File: config.mk
export PLATFORM = sky130hd
export DESIGN_NAME = ram_arbiter
export DESIGN_NICKNAME = d
export VERILOG_FILES = /design/src/rtl/ram_arbiter.sv
export SDC_FILE = /design/constraint.sdc
export NUM_CORES = 1
export LEC_CHECK = 0
export CORE_MARGIN = 5
export CORE_UTILIZATION = 26
export CTS_CLUSTER_DIAMETER = 50
export DETAILED_ROUTE_END_ITERATION = 6
export PLACE_DENSITY = 0.94
export SLEW_MARGIN = 10
export SYNTH_ARGS = -nofsm -noshare
export SYNTH_HDL_FRONTEND = slang
export SYNTH_SLANG_ARGS = --single-unit
File: constraint.sdc
create_clock -name clock -period 4.6 [get_ports clock]
set_clock_uncertainty 0.1 [all_clocks]
set_input_delay 0.69 -clock clock [delete_from_list [all_inputs] [get_ports clock]]
set_output_delay 0.69 -clock clock [all_outputs]
set_load 0.005 [all_outputs]
File: src/rtl/ram_arbiter.sv
// ram_arbiter: shares the single-port data RAM between the core and a host req/done port.
// Define ARB_STARVE_GUARD_EN to let a starving host stall the core after MAX_WAIT cycles.
module ram_arbiter #(
  parameter int ADDR_W = 12,
  parameter int DATA_W = 4,
  parameter int MAX_WAIT = 4
) (
  input  logic              clock,
  input  logic              reset,
  input  logic              core_cs,
  input  logic              core_we,
  input  logic [ADDR_W-1:0] core_addr,
  input  logic [DATA_W-1:0] core_wdata,
  output logic [DATA_W-1:0] core_rdata,
  output logic              core_stall,
  input  logic              host_req,
  input  logic              host_we,
  input  logic [ADDR_W-1:0] host_addr,
  input  logic [DATA_W-1:0] host_wdata,
  output logic [DATA_W-1:0] host_rdata,
  output logic              host_done,
  output logic              ram_cs,
  output logic              ram_we,
  output logic [ADDR_W-1:0] ram_addr,
  output logic [DATA_W-1:0] ram_wdata,
  input  logic [DATA_W-1:0] ram_rdata
);
  typedef enum logic {IDLE, DONE} state_t;
  state_t state, state_nxt;
  logic host_grant, force_grant;
`ifdef ARB_STARVE_GUARD_EN
  logic [3:0] wait_cnt;
  assign force_grant = wait_cnt == 4'(MAX_WAIT);
  assign core_stall = host_grant && core_cs;
  always_ff @(posedge clock or negedge reset)
    if (!reset) wait_cnt <= '0;
    else if (state == IDLE)
      wait_cnt <= (host_grant || !host_req) ? 4'd0 : force_grant ? wait_cnt : wait_cnt + 4'd1;
`else
  assign force_grant = 1'b0;
  assign core_stall = 1'b0;
`endif
  assign host_grant = state == IDLE && host_req && (!core_cs || force_grant);
  assign host_done = state == DONE;
  assign core_rdata = ram_rdata;
  assign ram_cs = host_grant || core_cs;
  assign ram_we = host_grant ? host_we : core_we;
  assign ram_addr = host_grant ? host_addr : core_addr;
  assign ram_wdata = host_grant ? host_wdata : core_wdata;
  always_comb state_nxt = (state == IDLE && host_grant) ? DONE : IDLE;
  always_ff @(posedge clock or negedge reset)
    if (!reset) begin
      state <= IDLE;
      host_rdata <= '0;
    end else begin
      state <= state_nxt;
      if (host_grant && !host_we) host_rdata <= ram_rdata;
    end
endmodule

==> results.ini <==
[setup_path]
end_kind = output pin
worstSetupEndpoint = ram_addr[4]
r2r-start = host_done
worst-path-buf-inv = 3
max_stage_delay_ns = 0.50
critPathMaxFanout = 17
r2r_slack_ns = 3.10
slowest_stage = clkdlybuf4s50_1
r2r-end = host_rdata[3]
path_cells = clkdlybuf4s50_1 > nor3b_2 > buf_4 > mux2_2 > clkdlybuf4s50_1
startpoint = core_cs
start_kind = input pin
cp_top_family = buffers and inverters
cp.depth = 5
cp.required_ns = 3.81
path_class = input pin to output pin
arrival_ns = 2.53
r2r_cells = 2
cpMostUsedCell = clkdlybuf4s50_1

[synthesis]
synth_top_family_by_area = multiplexers
synth.area.mux_share_pct = 52.4
synth_seq_cells = 5
synth_area_leaders = mux2_4 (26%), mux2_2 (26%), dfrtp_1 (24%), buf_4 (7.3%), nor4b_4 (4.6%)
synth_xor_area_share_pct = 0
syn_avg_cell_area_um2 = 13.6
synth_seq_area_share_pct = 24.3
syn-cell-area_um2 = 515
synth.net_count = 80
synth_compound_area_share_pct = 1.46
yosys_warnings = 0
syn_inst = 38
yosys.area_share.simple_pct = 7.04
synth_adder_area_share_pct = 0
synth_cell_type_count = 11
synth_top_area_share_pct = 26.2
synth_top_area_cell = mux2_4

[detailed_routing]
drc = 0
drt_wl_total_um = 1790
vias_per_cell = 4.26
vias = 558
drtPass1Iterations = 3
drtIter0Drc = 2
ant_nets = 0
wl_per_cell_um = 13.6

[floorplan]
dieArea_mm2 = 0.00297
num_io_pins = 70
initial_utilization_pct = 26.8
rows = 16
fp.dieW_um = 54.5
core_mm2 = 0.00192
die_h_um = 54.5

[clocking]
cts_hold_buf = 0
clk_latency_ns = 0.24
cts.sinks = 5
htreeDepth = 1
cts_buffers = 3
root_buffer = clkbuf_4
cts_tree = done
clk_pin_slew_ns = 0.04
post-cts-setup-buffers = 0
clockBufferDepth = 2
cts_resized = 0

[finish]
area_growth_pct = 132
fillers = 173
layout-drive-gt1-share_pct = 26.0
final_common_cell = clkdlybuf4s50_1
diodes = 0
final_cell_mix = clkdlybuf4s50_1 (68), mux2_2 (12), mux2_4 (9), dfrtp_1 (5), clkbuf_4 (3)
nets = 147

[place]
port_buffers = 68
dpl.hpwl_um = 1660
place_congestion = 0.691

[sta]
final-max-slew-violation-count = 0
fmax_mhz = 301
grt_setup_unrepaired = no
hold_viol_final = 0
setup_tns_ns = 0
setup_viol = 0
finalCritPeriodShare_pct = 72.3
min_period_ns = 3.32

[flow_run]
cap_violations = 0

[grt]
use_met3_pct = 8.45
grt.met1_usage_pct = 8.16
grt.met2_usage_pct = 23.3
overflow = 0
grt_antenna_before_repair = 0
grt_max_degree = 18
grt_util_all_layers_pct = 11.7
grt_pass1_wl_um = 2370
top_usage_layer = met2
grt_pass1_vias = 569

[min_path]
hold_path.class = register to register

[outcome]
status = finished clean

[power_and_ir_drop]
powerDensity_mw_per_mm2 = 187
p_leak_nw = 0.479
ir_drop_mv = 0.150
finalPower_w = 0.000223

how the worst min path moves through the flow:
stage | cells past startpoint | from | end
after floorplan | 0 | reset | host_done
after detailed placement | 1 | host_rdata[2] | host_rdata[2]
after CTS | 1 | host_rdata[2] | host_rdata[2]
after global routing | 1 | host_rdata[3] | host_rdata[3]
final | 1 | host_rdata[2] | host_rdata[2]
after global placement | 1 | host_rdata[2] | host_rdata[2]
routing by layer:
metal	share of wire (%)	vias to the layer above
met5	0	-
met4	0	0
met3	14	0
met2	59	37
met1	27	259
li1	-	262
final cells by class:
cell class | instances | area [um2] | share of cell area (%)
repair buffers | 69 | 688 | 57.6
multi-input cells | 25 | 318 | 26.6
flip-flops and latches | 5 | 125 | 10.5
well taps | 27 | 33.8 | 2.83
clock buffers | 4 | 26.3 | 2.20
inverters | 1 | 3.75 | 0.314
kinds of logic (layout without fill, tap and decap cells):
logic type,Yosys count,in the layout
muxes,21,21
buffers and inverters,8,74
DFF,5,5
and+or+nand+nor,2,2
other,1,1
AOI/OAI and AO/OA,1,1
stage by stage:
step | hold WS (ns) | worst slack (ns) | area, um2 | instances | util [%]
3_5_place_dp | 0.396 | 1.25 | 1170 | 127 | 60.8
5_1_grt | 0.426 | 1.19 | 1190 | 131 | 62.2
6_report | 0.399 | 1.28 | 1190 | 131 | 62.2
3_3_place_gp | 0.389 | 1.32 | 1170 | 127 | 60.8
4_1_cts | 0.405 | 1.25 | 1190 | 131 | 62.2
2_1_floorplan | 0.294 | 2.37 | 515 | 38 | -
where the power goes:
| part | leakage (nW) | total, W | switching, W | internal, W |
|---|---|---|---|---|
| clock | 0.0150 | 0.0000494 | 0.0000167 | 0.0000327 |
| combinational | 0.403 | 0.000117 | 0.0000283 | 0.0000890 |
| sequential | 0.0606 | 0.0000565 | 0.00000423 | 0.0000523 |
| total | 0.479 | 0.000223 | 0.0000492 | 0.000174 |
state kept, by name, summed over array words and instances, names as in the netlist:
name,count
host_done,1
host_rdata,4
cells in the mapped netlist (all sizes together):
master and count:
nor3b 1, buf 7, a21o 1, conb 1, mux2 21, dfrtp 5, inv 1, nor4b 1
No activity file was read; power rests on OpenSTA's default activity.
